## src/rtl/button_event.sv

```systemverilog
// Press-event decoder: turns a debounced button level into one-cycle pulses for
// press start, short press, long press and auto-repeat while held.
module button_event #(
  parameter int LONG_CNT   = 50_000_000,
  parameter int REPEAT_CNT = 10_000_000,
  parameter int CNT_W      = 26
) (
  input  logic clk,
  input  logic rst,
  input  logic btn_level,
  output logic press_start,
  output logic short_press,
  output logic long_press,
  output logic repeat_tick,
  output logic held
);

  typedef enum logic [1:0] {
    IDLE    = 2'd0,
    PRESSED = 2'd1,
    REPEAT  = 2'd2
  } state_t;

  localparam logic [CNT_W-1:0] LONG_LAST   = CNT_W'(LONG_CNT - 1);
  localparam logic [CNT_W-1:0] REPEAT_LAST = CNT_W'(REPEAT_CNT - 1);

  state_t           state_q, state_d;
  logic [CNT_W-1:0] cnt_q, cnt_d;
  logic             press_q, press_d;
  logic             short_q, short_d;
  logic             long_q, long_d;
  logic             rep_q, rep_d;
  logic             held_q, held_d;

  always_ff @(posedge clk or posedge rst) begin
    if (rst) begin
      state_q <= IDLE;
      cnt_q   <= '0;
      press_q <= 1'b0;
      short_q <= 1'b0;
      long_q  <= 1'b0;
      rep_q   <= 1'b0;
      held_q  <= 1'b0;
    end else begin
      state_q <= state_d;
      cnt_q   <= cnt_d;
      press_q <= press_d;
      short_q <= short_d;
      long_q  <= long_d;
      rep_q   <= rep_d;
      held_q  <= held_d;
    end
  end

  // One counter serves both the long-press threshold and the repeat period.
  always_comb begin
    state_d = state_q;
    cnt_d   = cnt_q;
    case (state_q)
      IDLE: begin
        if (btn_level) begin
          state_d = PRESSED;
          cnt_d   = '0;
        end
      end
      PRESSED: begin
        if (!btn_level) begin
          state_d = IDLE;
        end else if (cnt_q == LONG_LAST) begin
          state_d = REPEAT;
          cnt_d   = '0;
        end else begin
          cnt_d = cnt_q + 1'b1;
        end
      end
      REPEAT: begin
        if (!btn_level) begin
          state_d = IDLE;
        end else if (cnt_q == REPEAT_LAST) begin
          cnt_d = '0;
        end else begin
          cnt_d = cnt_q + 1'b1;
        end
      end
      default: begin
        state_d = IDLE;
        cnt_d   = '0;
      end
    endcase
  end

  // Release is tested first so it wins over the long-press threshold.
  always_comb begin
    press_d = (state_q == IDLE) && btn_level;
    short_d = (state_q == PRESSED) && !btn_level;
    long_d  = (state_q == PRESSED) && btn_level && (cnt_q == LONG_LAST);
    rep_d   = (state_q == REPEAT) && btn_level && (cnt_q == REPEAT_LAST);
    held_d  = (state_d == PRESSED) || (state_d == REPEAT);
  end

  assign press_start = press_q;
  assign short_press = short_q;
  assign long_press  = long_q;
  assign repeat_tick = rep_q;
  assign held        = held_q;

endmodule

```

## config.mk

```make
export PLATFORM = sky130hd
export DESIGN_NAME = button_event
export DESIGN_NICKNAME = d
export VERILOG_FILES = /design/src/rtl/button_event.sv
export SDC_FILE = /design/constraint.sdc
export NUM_CORES = 1
export LEC_CHECK = 0
export CORE_UTILIZATION = 25
export DETAILED_ROUTE_END_ITERATION = 16
export PLACE_DENSITY = 0.41
export SLEW_MARGIN = 25
export SYNTH_ARGS = -nofsm -noshare
export SYNTH_HDL_FRONTEND = slang
export SYNTH_SLANG_ARGS = --single-unit
```

## constraint.sdc

```tcl
create_clock -name clk -period 2.11 [get_ports clk]
set_clock_uncertainty 0.15 [all_clocks]
set_input_delay 0.211 -clock clk [delete_from_list [all_inputs] [get_ports clk]]
set_output_delay 0.211 -clock clk [all_outputs]
set_load 0.03 [all_outputs]
```

==> results of run 1 <==
[flip-flops by register name, summed over array words and instances, names as in the netlist]
name and flops:
cnt_q 26, held 1, long_press 1, press_start 1
repeat_tick 1, short_press 1, state_q 2
[cells by family (layout without fill, tap and decap cells)]
group | Yosys count | after routing
mux | 7 | 7
compound gates | 48 | 48
fa+ha+maj | 5 | 5
flops | 33 | 33
simple gates | 101 | 101
buf+inv | 17 | 53
[per-stage QoR]
step	total power, W	hold slack (ns)
2_1_floorplan	0.001091	0.1899
3_3_place_gp	0.001297	0.3650
3_5_place_dp	0.001303	0.3739
4_1_cts	0.002073	0.1791
5_1_grt	0.002185	0.2577
6_report	0.002066	0.1617
[cell usage in the layout, fill, tap and decap left out, types with 7 or more instances in the layout]
master	n
a21o_1	8
a21oi_1	9
and3_1	7
buf_4	29
clkdlybuf4s50_1	7
dfrtp_1	33
nand2_1	25
nand3_1	12
nor2_1	19
[final timing paths]
check	from	end	slack, ns	cells past startpoint
setup / recovery	cnt_q[22]	cnt_q[6]	0.01	7
hold / removal	rst	cnt_q[22]	0.16	3
setup reg to reg	cnt_q[22]	cnt_q[6]	0.01	7
hold reg to reg	cnt_q[23]	cnt_q[23]	0.38	1
max in group asynchronous	rst	cnt_q[10]	1.33	3
min in group clk	cnt_q[23]	cnt_q[23]	0.38	1
[synth_stat cells (all sizes together) (2+ instances only)]
library cell	n	area share
a21o	8	0.030
a21oi	9	0.023
a221o	4	0.020
a22o	6	0.027
a2bb2oi	2	0.0089
a31oi	6	0.019
and2	3	0.0095
and3	9	0.028
and4	6	0.027
and4bb	2	0.013
buf	7	0.020
clkbuf	4	0.0076
dfrtp	33	0.42
ha	5	0.032
inv	6	0.011
mux2i	6	0.030
nand2	25	0.047
nand2b	2	0.0063
nand3	13	0.033
nand4	7	0.033
nor2	21	0.042
nor3	5	0.018
nor4b	2	0.0089
o2111ai	2	0.0089
o21ai	6	0.017
or2	2	0.0063
[repair_timing]
| item | in CTS | in global routing |
|---|---|---|
| buffers inserted | 3 | 0 |
| resized for setup | 3 | 14 |
| endpoints found under the setup margin | 2 | 18 |
| pin swaps | 2 | 2 |
[layer usage]
layer / vias to the layer above / global-route usage
li1: 856 / -
met1: 842 / 0.1866
met2: 16 / 0.2266
met3: 6 / 0.02273
met4: 0 / 0.04365
met5: - / 0
[area by class of cell]
type / count / area share
multi-input cells: 161 / 0.4452
clock buffers: 5 / 0.02619
inverters: 6 / 0.008571
well taps: 102 / 0.04857
flip-flops and latches: 33 / 0.3143
repair buffers: 39 / 0.1324
clock inverters: 3 / 0.02476
[worst reg2reg max path, stage by stage, from the launching register on]
cell      delay (ns)
dfrtp_1         0.45
and3_1          0.26
nand3_1         0.20
o21ai_4         0.24
a21boi_2        0.09
buf_12          0.17
and3_1          0.17
a221o_1         0.26
[power breakdown]
group	leakage, nW	switching (W)	internal (W)
Combinational	0.657	0.000369	0.000273
Clock	0.0681	0.000263	0.000470
Sequential	0.455	0.0000208	0.000671
Total	1.18	0.000653	0.00141
==> flow_metrics.tcl, run 1 <==
set metrics [dict create \
    status "finished, final reports clean" \
    synth_fp_nets 219 \
    syn_to_final_growth_pct 32.91 \
    dpl_cell_area_mm2 0.002375 \
    cts_tree "done" \
    portBuffers 7 \
    grtUsageTotal 0.1387 \
    start_util 0.2572 \
    synth_fa_ha_area_frac 0.03165 \
    fin_nets 254 \
    end_kind "flip-flop" \
    htree_levels 2 \
    period_minus_slack_ns 2.099 \
    wl_met3_um 95 \
    ctsHoldBuffers 0 \
    ys_seq_area_frac 0.4177 \
    grt_overflow 0 \
    grt_pass1_wl_mm 9.039 \
    hold_path.class "in -> async" \
    slowest_delay_ns 0.45 \
    p_leak_nw 1.181 \
    drc_errors 0 \
    clock_path_buffers 2 \
    setup_slack_ns 0.01071 \
    drive_gt1_frac 0.2591 \
    arrival_ns 2.14 \
    slew_violations 0 \
    synth-seq-cells 33 \
    drt-total-wl_mm 5.207 \
    syn_inst 211 \
    crit_family "simple AND/OR/NAND/NOR gates" \
    synth-compound-area-share 0.1791 \
    synth-edff-count 0 \
    numPlacedInstances 338 \
    crit_fanout 26 \
    synthMuxAreaShare 0.03608 \
    synth-main-ff-cell "dfrtp_1" \
    routabilityCongestion 0.7258 \
    ios 8 \
    die_width_um 90.93 \
    synth-async-reset-ratio 1.000 \
    cpMaxStageDelayCell "dfrtp_1" \
    grt_pass1_vias 1790 \
    grt_max_degree 34 \
    core-area_mm2 0.007687 \
    ant_nets 0 \
    path_cells "and3_1 -> nand3_1 -> o21ai_4 -> a21boi_2 -> buf_12 -> and3_1 -> a221o_1" \
    yosys_warnings 0 \
    hold_violations 0 \
    dr_total_vias 1720 \
    drt_first_pass_iters 4 \
    max_cap_violations 0 \
    layout.cells.non_filler 349 \
    final_area_mm2 0.002628 \
    finalCritPeriodShare 0.9949 \
    fillers 807 \
    num_antenna_cells 0 \
    slew_headroom 0.7000 \
    vias_per_cell 4.928 \
    drt_iter0_drc 59 \
    cts-root-buf "clkbuf_8" \
    final_core_util 0.3418 \
    synth_area_mm2 0.001977 \
    cp_data_required_time_ns 2.15 \
    rsz0062_at_grt "true" \
    syn_avg_cell_area_um2 9.369 \
    antenna_found_initial 0 \
    post-place-ws_ns -0.01009 \
    critPathBufInv 1 \
    path_class "reg -> reg" \
    synth_cell_types 46 \
    cp_common_cell "and3_1" \
    clock.fmax_ghz 0.4764 \
    rows 32 \
    dieArea_mm2 0.008267 \
    top_layer "met4" \
    multi_input_area_mm2 0.001170 \
    setup_viol 0 \
    cts.sinks 33 \
    insertion_delay_ns 0.30 \
    finalSetupTns_ns 0 \
    synth_top_family_by_area "simple AND/OR/NAND/NOR gates" \
    drt-met1-wl_mm 2.604 \
    numCtsBuffers 5 \
    worstMarginPinSlew_ns 0.4500 \
    hpwl_mm 3.522 \
    route.detailed.wl_per_inst_um 14.92 \
    synth-simple-area-share 0.2962 \
    p_per_area_mw_per_mm2 786.4 \
    synth-xor-area-share 0 \
    clk_pin_slew_ns 0.08 \
    regArea_um2 825.8 \
    start_kind "flip-flop" \
    die_y_um 90.93 \
    ir_drop_v 0.0002505 \
    wl_met2_mm 2.431 \
]
Note: power is estimated with default switching activity, not from simulation.
==> inputs of run 2 (changes only) <==
--- a/config.mk
+++ b/config.mk
@@ -8,7 +8,8 @@
 export CORE_UTILIZATION = 25
 export DETAILED_ROUTE_END_ITERATION = 16
 export PLACE_DENSITY = 0.41
-export SLEW_MARGIN = 25
+export REMOVE_ABC_BUFFERS = 1
+export SLEW_MARGIN = 20
 export SYNTH_ARGS = -nofsm -noshare
 export SYNTH_HDL_FRONTEND = slang
 export SYNTH_SLANG_ARGS = --single-unit
==> flow_metrics.tcl, run 2 (synthesis results as in run 1) <==
set metrics [dict create \
    syn_to_final_growth_pct 29.05 \
    drive_gt1_frac 0.2367 \
    htree_levels 2 \
    dpl_cell_area_mm2 0.002382 \
    hold_violations 0 \
    num_antenna_cells 0 \
    die_y_um 90.93 \
    switchingPower_w 0.0006263 \
    cts-root-buf "clkbuf_8" \
    arrival_ns 2.09 \
    critPathBufInv 1 \
    cts_tree "done" \
    die_width_um 90.93 \
    portBuffers 7 \
    grt_overflow 0 \
    reg2regPathDepth 7 \
    swShare 0.3439 \
    setup_slack_ns 0.03929 \
    start_util 0.2572 \
    hpwl_mm 3.428 \
    clock.fmax_ghz 0.4829 \
    power_frac_clock 0.274 \
    fin_nets 253 \
    hold_path.class "in -> async" \
    ir_drop_v 0.0002579 \
    p_per_area_mw_per_mm2 713.9 \
    ant_nets 0 \
    combPwrFrac 0.346 \
    cts.sinks 33 \
    drt_first_pass_iters 6 \
    period_minus_slack_ns 2.071 \
    worstMarginPinSlew_ns 0.4443 \
    final_area_mm2 0.002551 \
    routabilityCongestion 0.7003 \
    top_regs "cnt_q: 26 flops, state_q: 2 flops" \
    dieArea_mm2 0.008267 \
    top_usage_layer "met2" \
    core-area_mm2 0.007687 \
    path_class "reg -> reg" \
    seq_power_share 0.380 \
    insertion_delay_ns 0.29 \
    slowest_delay_ns 0.41 \
    fillers 809 \
    cp_num_cells 7 \
    grt_pass1_vias 1699 \
    ios 8 \
    vias_per_cell 4.859 \
    status "finished, final reports clean" \
    start_kind "flip-flop" \
    path_cells "nor4_4 -> nand4_4 -> o21ai_4 -> a21boi_2 -> buf_12 -> and3_1 -> a221o_1" \
    final_common_cell "dfrtp_1" \
    setup_viol 0 \
    ctsHoldBuffers 0 \
    slew_headroom 0.7038 \
    drt_iter0_drc 66 \
    top_register "cnt_q" \
    rows 32 \
    route.detailed.wl_per_inst_um 14.49 \
    numCtsBuffers 5 \
    p_int_w 0.001195 \
    largest_reg_flops 26 \
    grtUsageMet1 0.1932 \
    grt_use_met2 0.2077 \
    final_cell_mix "dfrtp_1 (33), buf_4 (28), nand2_1 (25), nor2_1 (19), nand3_1 (11)" \
    grtUsageTotal 0.1345 \
    crit_fanout 26 \
    grt_pass1_wl_mm 8.742 \
    grt_util_met3 0.02020 \
    cp_data_required_time_ns 2.13 \
    slew_violations 0 \
    max_cap_violations 0 \
    end_kind "flip-flop" \
    rsz0062_at_grt "true" \
    grt_max_degree 34 \
    finalSetupTns_ns 0 \
    final_core_util 0.3319 \
    drc_errors 0 \
    post-place-ws_ns 0.01335 \
    p_leak_nw 1.151 \
    crit_family "simple AND/OR/NAND/NOR gates" \
    holdWs_ns 0.1695 \
    cpMaxStageDelayCell "dfrtp_1" \
    clk_pin_slew_ns 0.07 \
    finalCritPeriodShare 0.9814 \
    antenna_found_initial 0 \
    dr_total_vias 1686 \
    drt-total-wl_mm 5.029 \
    clock_path_buffers 2 \
]
run 2: final cells by class:
type                       instances  area (um2)  area share
multi-input combinational        161        1149      0.4502
tap                              102       127.6     0.05002
inverter                           6       22.52    0.008828
clock buffer                       7       86.33     0.03384
sequential                        33       825.8      0.3237
timing repair buffer              38       340.3      0.1334
run 2: per-stage QoR:
stage | total power [W] | cells
3_5_place_dp | 0.001301 | 339
2_1_floorplan | 0.001057 | 200
3_3_place_gp | 0.001297 | 339
6_report | 0.001821 | 347
5_1_grt | 0.001933 | 347
4_1_cts | 0.001812 | 346
run 2: power groups by stage:
stage	logic, W	registers, W	clock network (W)
3_3_place_gp	0.000593	0.000704	0
5_1_grt	0.000694	0.000698	0.000541
3_5_place_dp	0.000597	0.000704	0
4_1_cts	0.000600	0.000692	0.000520
2_1_floorplan	0.000313	0.000744	0
6_report	0.000630	0.000691	0.000500
run 2: worst paths after layout:
path | startpoint | to | slack [ns]
worst max-delay path | cnt_q[11] | cnt_q[6] | 0.04
worst min-delay path | rst | short_press | 0.17
worst max register to register | cnt_q[11] | cnt_q[6] | 0.04
worst min register to register | cnt_q[23] | cnt_q[23] | 0.37
max in group asynchronous | rst | cnt_q[3] | 1.32
min in group clk | cnt_q[23] | cnt_q[23] | 0.37
run 2: repair_timing:
action                                  in CTS  in global routing
buffers inserted                             0                  1
gates resized for setup                      0                 14
endpoints found under the setup margin       0                 13
endpoints found under the hold margin        0                  0
run 2: worst register-to-register path, stage by stage, from the launching register on:
cell and delay [ns]:
dfrtp_1 0.41, nor4_4 0.32, nand4_4 0.18, o21ai_4 0.21
a21boi_2 0.09, buf_12 0.17, and3_1 0.18, a221o_1 0.25
run 2: layer usage:
layer  vias to the layer above  wire [um]
met5                         -          0
met4                         0         69
met3                         5         74
met2                        14       2223
met1                       820       2662
li1                        847          -
==> inputs of run 3 (changes only) <==
--- a/config.mk
+++ b/config.mk
@@ -7,7 +7,6 @@
 export LEC_CHECK = 0
 export CORE_UTILIZATION = 25
 export DETAILED_ROUTE_END_ITERATION = 16
-export PLACE_DENSITY = 0.41
 export REMOVE_ABC_BUFFERS = 1
 export SLEW_MARGIN = 20
 export SYNTH_ARGS = -nofsm -noshare
==> constraint.sdc (replaced) <==
create_clock -name clk -period 2.11 [get_ports clk]
set_clock_uncertainty 0.15 [all_clocks]
set_input_delay 0.211 -clock clk [delete_from_list [all_inputs] [get_ports clk]]
set_output_delay 0.211 -clock clk [all_outputs]
set_load 0.005 [all_outputs]
==> flow_metrics.tcl, run 3 (synthesis results as in run 1) <==
set metrics [dict create \
    arrival_ns 2.11 \
    start_kind "flip-flop" \
    route.detailed.wl_per_inst_um 13.70 \
    vias_per_cell 4.899 \
    start_util 0.2572 \
    r2r_start "cnt_q[25]" \
    switchingPower_w 0.0006014 \
    drt_first_pass_iters 4 \
    top_usage_layer "met2" \
    crit_start "cnt_q[25]" \
    p_per_area_mw_per_mm2 713.5 \
    reg2reg_to "cnt_q[6]" \
    rows 32 \
    dieArea_mm2 0.008267 \
    power_frac_clock 0.257 \
    swShare 0.3335 \
    drt-total-wl_mm 4.739 \
    drc_errors 0 \
    insertion_delay_ns 0.28 \
    crit_fanout 24 \
    slowest_delay_ns 0.44 \
    status "finished, final reports clean" \
    clock.fmax_ghz 0.4775 \
    hold_violations 0 \
    worstMarginPinSlew_ns 0.3140 \
    seq_power_share 0.385 \
    numCtsBuffers 5 \
    period_minus_slack_ns 2.094 \
    portBuffers 7 \
    syn_to_final_growth_pct 27.85 \
    drive_gt1_frac 0.2377 \
    grt_max_degree 25 \
    fin_nets 251 \
    die_y_um 90.93 \
    end_kind "flip-flop" \
    clk_pin_slew_ns 0.07 \
    ios 8 \
    top_register "cnt_q" \
    grt_overflow 0 \
    hpwl_mm 3.404 \
    dpl_cell_area_mm2 0.002367 \
    r2r_slack_ns 0.02 \
    grt_util_met3 0.01768 \
    combPwrFrac 0.357 \
    total_power_w 0.001803 \
    critPathBufInv 1 \
    hold_path.class "in -> async" \
    cp_data_required_time_ns 2.13 \
    max_cap_violations 0 \
    cpMaxStageDelayCell "dfrtp_2" \
    grt_use_met2 0.2027 \
    num_antenna_cells 0 \
    core-area_mm2 0.007687 \
    cts.sinks 33 \
    slew_violations 0 \
    cts-root-buf "clkbuf_8" \
    grtUsageMet1 0.1574 \
    antenna_found_initial 0 \
    dr_total_vias 1695 \
    die_width_um 90.93 \
    htree_levels 2 \
    ir_drop_v 0.0002039 \
    rsz0062_at_grt "true" \
    largest_reg_flops 26 \
    slew_headroom 0.7907 \
    finalCritPeriodShare 0.9926 \
    final_area_mm2 0.002527 \
    routabilityCongestion 0.7461 \
    top_regs "cnt_q: 26 flops, state_q: 2 flops" \
    holdWs_ns 0.1018 \
    path_cells "nor4b_1 -> nand4b_1 -> o21ai_2 -> a21boi_2 -> buf_12 -> and3_1 -> a221o_1" \
    setup_viol 0 \
    p_leak_nw 1.127 \
    reg2regPathDepth 7 \
    ant_nets 0 \
    final_cell_mix "dfrtp_1 (32), nand2_1 (25), buf_4 (25), nor2_1 (19), nand3_1 (13)" \
    clock_path_buffers 2 \
    cp_num_cells 7 \
    crit_family "simple AND/OR/NAND/NOR gates" \
    grtUsageTotal 0.1203 \
    grt_pass1_vias 1657 \
    p_int_w 0.001202 \
    cts_tree "done" \
    drt_iter0_drc 108 \
    final_common_cell "dfrtp_1" \
    grt_pass1_wl_mm 7.969 \
    path_class "reg -> reg" \
    endpoint "cnt_q[6]" \
]
[run 3: worst reg2reg max path, delay by kind of cell (launching register included)]
| kind | cells | cell delay [ns] |
|---|---|---|
| DFF | 1 | 0.44 |
| AOI/OAI and AO/OA | 3 | 0.55 |
| buffers and inverters | 1 | 0.16 |
| and+or+nand+nor | 3 | 0.67 |
[run 3: area by class of cell]
| class | instances | area, um2 |
|---|---|---|
| Fill cell | 807 | 5160 |
| Multi-Input combinational cell | 161 | 1139 |
| Sequential cell | 33 | 827.0 |
| Timing Repair Buffer | 36 | 329.1 |
| Tap cell | 102 | 127.6 |
| Clock buffer | 6 | 72.57 |
| Inverter | 6 | 22.52 |
| Clock inverter | 2 | 10.01 |
[run 3: power groups by stage]
stage	combinational [W]	sequential (W)	clock [W]
after floorplan	0.000313	0.000707	0
after global placement	0.000550	0.000706	0
after detailed placement	0.000560	0.000705	0
after CTS	0.000565	0.000695	0.000487
after global routing	0.000692	0.000701	0.000515
final	0.000644	0.000695	0.000464
[run 3: through the flow]
stage / util / setup TNS [ns] / setup slack (ns) / cells
global placement: 0.3079 / 0 / 0.04901 / 337
detailed placement: 0.3079 / -0.006697 / -0.006697 / 337
floorplan: - / -1.209 / -0.1177 / 200
finish: 0.3288 / 0 / 0.01563 / 346
global route: 0.3288 / -0.5561 / -0.09537 / 346
CTS: 0.3187 / -0.02777 / -0.02777 / 345
[run 3: worst min-delay path by stage]
stage	from	endpoint	slack (ns)
final	rst	state_q[0]	0.10
after global routing	rst	state_q[0]	0.13
after CTS	rst	state_q[0]	0.10
after detailed placement	cnt_q[23]	cnt_q[23]	0.36
after global placement	cnt_q[23]	cnt_q[23]	0.36
after floorplan	btn_level	short_press	0.12
[run 3: repair_timing]
action                                  4_1_cts  5_1_grt
cloned                                        0        0
gates resized for setup                       0       14
pin swaps                                     0        6
endpoints found under the setup margin        1       26
hold buffers                                  0        0
setup buffers                                 0        1
[run 3: per-layer routing]
layer  share of wire  routed length (um)  vias to the layer above
met3           0.016                  74                        5
li1                -                   -                      841
met2            0.49                2301                       14
met1            0.49                2311                      835
met4           0.011                  51                        0
met5               0                   0                        -
